===== config.mk =====
export PLATFORM = sky130hd
export DESIGN_NAME = mult_ctrl
export DESIGN_NICKNAME = d
export VERILOG_FILES = /design/src/rtl/mult_pkg.sv /design/src/rtl/mult_bit_cnt.sv /design/src/rtl/mult_ctrl.sv
export SDC_FILE = /design/constraint.sdc
export NUM_CORES = 1
export LEC_CHECK = 0
export CORE_AREA = 3 3 40 42
export CTS_BUF_LIST = sky130_fd_sc_hd__clkbuf_4
export CTS_CLUSTER_SIZE = 10
export DETAILED_ROUTE_END_ITERATION = 8
export DIE_AREA = 0 0 43 45
export HOLD_SLACK_MARGIN = 0.05
export SYNTH_ARGS = -nofsm -noshare
export SYNTH_HDL_FRONTEND = slang
export SYNTH_SLANG_ARGS = --single-unit

===== constraint.sdc =====
create_clock -name Clk -period 2.3 [get_ports Clk]
set_input_delay 0.46 -clock Clk [delete_from_list [all_inputs] [get_ports Clk]]
set_output_delay 0.46 -clock Clk [all_outputs]
set_load 0.03 [all_outputs]

===== src/rtl/mult_pkg.sv =====
// Shared definitions for the shift-add multiplier: controller states,
// default operand width and the derived accumulator width.
package mult_pkg;

    typedef enum logic [1:0] {
        IDLE  = 2'd0,
        CHECK = 2'd1,
        SHIFT = 2'd2,
        DONE  = 2'd3
    } mult_state_e;

    localparam int N_DEF = 4;

    // The accumulator holds an N+1-bit partial sum above the N-bit multiplier.
    function automatic int acc_width(input int n);
        return (2 * n) + 1;
    endfunction

    localparam int ACC_W = acc_width(N_DEF);

endpackage


===== src/rtl/mult_bit_cnt.sv =====
// Counts processed multiplier bits; flags the last bit and never advances past it.
module mult_bit_cnt #(
    parameter int N  = 4,
    parameter int CW = $clog2(N)
) (
    input  logic Clk,
    input  logic Rst_n,
    input  logic clear,
    input  logic inc,
    output logic last
);

    logic [CW-1:0] cnt_r;

    // Bit counter: cleared on load, advanced on each shift, held at N-1.
    always_ff @(posedge Clk or negedge Rst_n) begin
        if (!Rst_n) begin
            cnt_r <= {CW{1'b0}};
        end else if (clear) begin
            cnt_r <= {CW{1'b0}};
        end else if (inc && !last) begin
            cnt_r <= cnt_r + CW'(1);
        end else begin
            cnt_r <= cnt_r;
        end
    end

    assign last = (cnt_r == CW'(N - 1));

endmodule


===== src/rtl/mult_ctrl.sv =====
// Sequencer for the shift-add multiplier: drives the accumulator's Load/Ad/Sh
// strobes and reports Busy/Done through a level St/Done handshake.
module mult_ctrl
    import mult_pkg::*;
#(
    parameter int N  = N_DEF,
    parameter int CW = $clog2(N)
) (
    input  logic Clk,
    input  logic Rst_n,
    input  logic St,
    input  logic M,
    output logic Load,
    output logic Ad,
    output logic Sh,
    output logic Busy,
    output logic Done
);

    localparam logic [1:0] ST_IDLE  = IDLE;
    localparam logic [1:0] ST_CHECK = CHECK;
    localparam logic [1:0] ST_SHIFT = SHIFT;
    localparam logic [1:0] ST_DONE  = DONE;

    logic [1:0] state_r;
    logic [1:0] next_s;
    logic       load_s;
    logic       ad_s;
    logic       sh_s;
    logic       last_s;
    logic       busy_r;
    logic       done_r;

    mult_bit_cnt #(
        .N  (N),
        .CW (CW)
    ) u_bit_cnt (
        .Clk   (Clk),
        .Rst_n (Rst_n),
        .clear (load_s),
        .inc   (sh_s),
        .last  (last_s)
    );

    // Next-state and strobe decode; strobes are Mealy so the accumulator sees them on the same edge.
    always_comb begin
        next_s = state_r;
        load_s = 1'b0;
        ad_s   = 1'b0;
        sh_s   = 1'b0;
        case (state_r)
            ST_IDLE: begin
                if (St) begin
                    load_s = 1'b1;
                    next_s = ST_CHECK;
                end else begin
                    next_s = ST_IDLE;
                end
            end
            ST_CHECK: begin
                if (M) begin
                    ad_s   = 1'b1;
                    next_s = ST_SHIFT;
                end else begin
                    sh_s   = 1'b1;
                    next_s = last_s ? ST_DONE : ST_CHECK;
                end
            end
            ST_SHIFT: begin
                sh_s   = 1'b1;
                next_s = last_s ? ST_DONE : ST_CHECK;
            end
            ST_DONE: begin
                if (St) begin
                    next_s = ST_DONE;
                end else begin
                    next_s = ST_IDLE;
                end
            end
            default: begin
                next_s = ST_IDLE;
            end
        endcase
    end

    // State register.
    always_ff @(posedge Clk or negedge Rst_n) begin
        if (!Rst_n) begin
            state_r <= ST_IDLE;
        end else begin
            state_r <= next_s;
        end
    end

    // Busy/Done registered from the next state so they track the state exactly.
    always_ff @(posedge Clk or negedge Rst_n) begin
        if (!Rst_n) begin
            busy_r <= 1'b0;
            done_r <= 1'b0;
        end else begin
            busy_r <= (next_s == ST_CHECK) || (next_s == ST_SHIFT);
            done_r <= (next_s == ST_DONE);
        end
    end

    // IDLE with St=1 would otherwise request a load while reset is still held.
    assign Load = load_s & Rst_n;
    assign Ad   = ad_s & Rst_n;
    assign Sh   = sh_s & Rst_n;
    assign Busy = busy_r;
    assign Done = done_r;

endmodule

# ---- Yosys cells after proc, flatten, opt, wreduce, memory -nomap -nowiden
# Index checks and enable logic that the tools add are counted.
dict set report word_totals {
  ff_bits 6
  input_bits 4
  wordCells 33
}
dict set report classes {
  n_addsub 1
  eq_ne 7
  n_mux 13
  bitwise_logic 3
  n_reduce_logical 5
}
# operator n
set op_table {}
lappend op_table {{$eq A2 B2 Y1 const B} 5}
lappend op_table {{$mux W2} 5}
lappend op_table {{$pmux W2 S4} 1}
lappend op_table {{$mux W1} 6}
lappend op_table {{$eq A2 B1 Y1 const B} 2}
lappend op_table {{$and A1 B1 Y1} 3}
lappend op_table {{$add A2 B1 Y2 const B} 1}
lappend op_table {{$logic_not A2 Y1} 1}
lappend op_table {{$pmux W1 S2} 1}
lappend op_table {{$reduce_bool A2 Y1} 1}
lappend op_table {{$logic_and A1 B1 Y1} 1}
lappend op_table {{$logic_not A1 Y1} 1}
lappend op_table {{$logic_or A1 B1 Y1} 1}

# ---- Logic depth before layout (Yosys ltp)
dict set report logic_depth {
  ltp_word 6
  mapped_depth 6
  ltp_nobuf 6
}

# ---- Modules after synthesis
# From an unflattened synthesis, not the netlist that was laid out.
dict set report unflattened {
  cells_unflattened 34
  hier_area_um2 381.6
}
# module n_inst cells_per_inst area_each_um2 seq_area_each_um2
set modules_own_cells {}
lappend modules_own_cells {mult_ctrl 1 24 257.7 100.1}
lappend modules_own_cells {mult_bit_cnt 1 10 123.9 50.0}

# ---- Worst setup path before layout
# OpenSTA, ideal clock, no wires.
dict set report synth_path {
  path_type {reg-to-output}
  startpoint {register state_r[1]}
  endpoint {output port Sh}
  t_arrival_ns 1.251
  t_required_ns 1.840
  setup_slack_ns 0.589
  path_stages_with_launch 6
  path_buffers 0
  cell_sequence {dfrtp_1 -> inv_1 -> ha_1 -> nor2b_4 -> nor2_1 -> nor2_1}
}
dict set report synth_via {
  elab_chain_cells 3
}
# element line_no
set synth_rtl {}
lappend synth_rtl {{from (decl)} mult_ctrl.sv:25} ;# logic [1:0] state_r;
lappend synth_rtl {{from (signal assigned)} mult_ctrl.sv:91} ;# state_r <= next_s;
lappend synth_rtl {{$eq A2 B2 Y1 / $eq A2 B1 Y1 (equally long branches)} mult_ctrl.sv:51} ;# case (state_r)
lappend synth_rtl {{$pmux W1 S2 *} mult_ctrl.sv:51}
lappend synth_rtl {{$and A1 B1 Y1 *} mult_ctrl.sv:109} ;# assign Sh = sh_s & Rst_n;
lappend synth_rtl {{to (decl)} mult_ctrl.sv:15} ;# output logic Sh,
# Mark *: on every way between the ends. The rest lies on a longest branch, timed or not.

# ---- Worst setup path after layout
# Same ends and word-level chain as after synthesis.

==> summary.txt <==
Die
  – Io pins: 9
  – Die ar.: 1935 um2
  – Total core area: 1285 um2
  – Die Ht: around 45 um
  – # rows: 13
  – Die X-Extent: 43 um
  – Initial Util: 29.41%

Worst setup path
  – Crit-path max FO: 3
  – RR Endpoint: Busy$_DFF_PN0_
  – Critical path endpoint category: output pin
  – FF-to-FF path depth: 6
  – Reg-to-reg critical path startpoint: state_r[1]$_DFF_PN0_
  – CP Launch Type: flip-flop
  – Crit path arrival time: around 1.4 ns
  – Setup CP Type: flip-flop to output pin
  – Critical Path RT: approximately 1.8 ns
  – R2R Setup Slk: between 0.6 and 0.7 ns

Synth
  – XOR/XNOR Fraction of Synth Area: 0%
  – Sequential share of the synthesized area: 39.74%
  – Share of the synthesized area in the top cell type: approximately 40%
  – Top cells by area, synth: dfrtp_1 40%, ha_1 23%, mux2i_1 5.3%
  – Syn Inst Count: 36
  – Synth Area in Simple Gates: approximately 18%
  – #FFs+latches synth: 6
  – Largest family of logic cells by synthesized area: adder cells
  – Mux cell area share after synthesis: around 5.3%
  – Yosys Warn Count: 0
  – Compound-cell area share of the yosys netlist: a little over a tenth
  – Syn avg cell area: 10.50 um2
  – Synthesized net count: 47
  – Area leader, netlist: dfrtp_1
  – Netlist cell types: 14
  – Mapped cell area: 377.9 um2
  – Adder-Cell Fraction of Synth Area: about 23%

Clocking
  – Hold buffer count at CTS: 0
  – Clk buf depth: 2
  – CTS tree: done
  – Post_cts resized: 0
  – Worst skew pair latency: 0.24 ns
  – CTS H-Tree Depth: 1
  – Cts bufs inserted: 3
  – Clock root cell: clkbuf_4
  – Clock-pin slew on the worst setup and hold paths: 0.04 ns
  – # clock sinks: 6
  – Post-CTS Setup Bufs: 0

Final layout
  – N_diodes: 0
  – Commonest non-fill, non-tap cell in the layout: ha_1
  – Multi-input gate area: around 220 um2
  – Leading cell types in the layout, fill and taps excluded: 7 x ha_1, 6 x dfrtp_1, 5 x nand2_1, 5 x clkdlybuf4s50_1
  – Register area: between 150 and 200 um2
  – Fill count: 136
  – Final design area excluding fillers: approximately 500 um2
  – NumNets Final: 61
  – Fraction of layout cells with a size suffix above 1: 20.83%
  – Non-Filler Instances: 63
  – Area growth from synthesis to layout: 32.12%

STA
  – Final Hold Vio Count: 0
  – Slew Viols, Final: 0
  – # setup viols final: 0
  – Hold slack: about 0.54 ns
  – Relative slew margins: 75.00%
  – RSZ-0062 raised after global routing: false
  – Fin crit share: approximately 82%
  – Clock Skews: around 0.0024 ns
  – TNS Setup: 0 ns
  – FMAX: roughly 530 MHz
  – Final min period: between 1.5 and 2 ns
  – Tightest Pin Transition: ~0.37 ns

Hold path
  – Hold Crit Class: flip-flop to flip-flop
  – Worst Hold Depth: 2
  – Hold path startpoint: u_bit_cnt.cnt_r[1]$_DFFE_PN0P_
  – Worst hold path endpoint: u_bit_cnt.cnt_r[1]$_DFFE_PN0P_

Global routing
  – Remaining global-route overflow: 0
  – Largest net degree at the start of global routing: 7
  – Vias in the first global route: 269
  – Initial antenna violation count: 0
  – Global-route wire length before repair: 1.069 mm
  – All-layer global routing usage: 7.802%

Pwr
  – Pwr dens: approximately 1000 nW/um2
  – Tot Pwr: 510.4 uW
  – Maximum VDD drop: ~0.00038 V
  – Leak Pwr: roughly 0.00025 uW

Routing
  – DR vias/cell: 4.587
  – Detail-routed net length per standard cell: between 9 and 10 um
  – Via count: about 290
  – Remaining DRCs: 0
  – Pre-Repair DR Iteration Count: 4
  – Detail Route Antenna Nets: 0
  – Final wirelength: 629 um
  – DRT iter0 DRCs: 5

Place
  – Area of placed instances: 476.7 um2
  – Routability Congestion: between 0.7 and 0.8
  – Placed instance count: 60
  – I/O Buffers: 8

Outcome
  – Status: complete, no violations

Flow run
  – Max capacitance violation total: 0
cells by family (layout without fill, tap and decap cells):
family	Yosys count	in the layout
AOI/OAI and AO/OA	5	5
adders and majority gates	7	7
buffers and inverters	3	15
DFF	6	6
muxes	2	2
and+or+nand+nor	13	13
how the worst max path moves through the flow:
stage	from	to	slack, ns	cells after the start
CTS	state_r[1]$_DFF_PN0_	Sh	0.41	6
detailed placement	M	Busy$_DFF_PN0_	0.44	5
global placement	M	Sh	0.46	5
finish	state_r[1]$_DFF_PN0_	Sh	0.42	6
global route	state_r[1]$_DFF_PN0_	Sh	0.34	6
floorplan	state_r[1]$_DFF_PN0_	Sh	0.59	5
critical path, cell delays in order, from the launching register on:
cell and delay (ns):
dfrtp_1 0.39, inv_1 0.11, ha_1 0.20, nor2b_4 0.17
nor2_1 0.05, nor2_1 0.10, buf_4 0.16
layer usage:
layer / vias up / GRT usage [%] / wire length, um
li1: 144 / - / -
met1: 133 / 8.621 / 284
met4: 0 / 7.229 / 16
met3: 2 / 3.586 / 64
met5: - / 0 / 0
met2: 10 / 11.08 / 263
cells in the mapped netlist, drive strengths merged:
master / number
a21oi: 1
a2bb2oi: 1
and3: 2
dfrtp: 6
ha: 7
inv: 3
mux2i: 2
nand2: 5
nand2b: 1
nor2: 4
nor2b: 1
o211a: 1
o21ai: 2
report_power, final:
group / internal (uW) / switching [uW] / leakage, uW
clock network: 58.6 / 32.6 / 0.0000138
logic: 118 / 145 / 0.000154
registers: 139 / 17.4 / 0.0000795
total: 315 / 195 / 0.000247
flip-flops by register name, indices dropped and copies added, names as in the netlist:
name	flops
Busy	1
state_r	2
Done	1
u_bit_cnt.cnt_r	2
cell type report:
cell class                      count  share of cell area (%)
Timing Repair Buffer                9                   16.04
Sequential cell                     6                   30.08
Multi-Input combinational cell     27                   43.36
Inverter                            3                   2.256
Tap cell                           15                   3.759
Clock buffer                        3                   4.511
metrics by stage:
stage | util (%) | setup slack (ns)
CTS | 38.85 | 0.4117
global placement | 37.10 | 0.4613
global route | 38.85 | 0.3358
detailed placement | 37.10 | 0.4357
finish | 38.85 | 0.4247
floorplan | - | 0.5886
No activity file was read; power rests on OpenSTA's default activity.
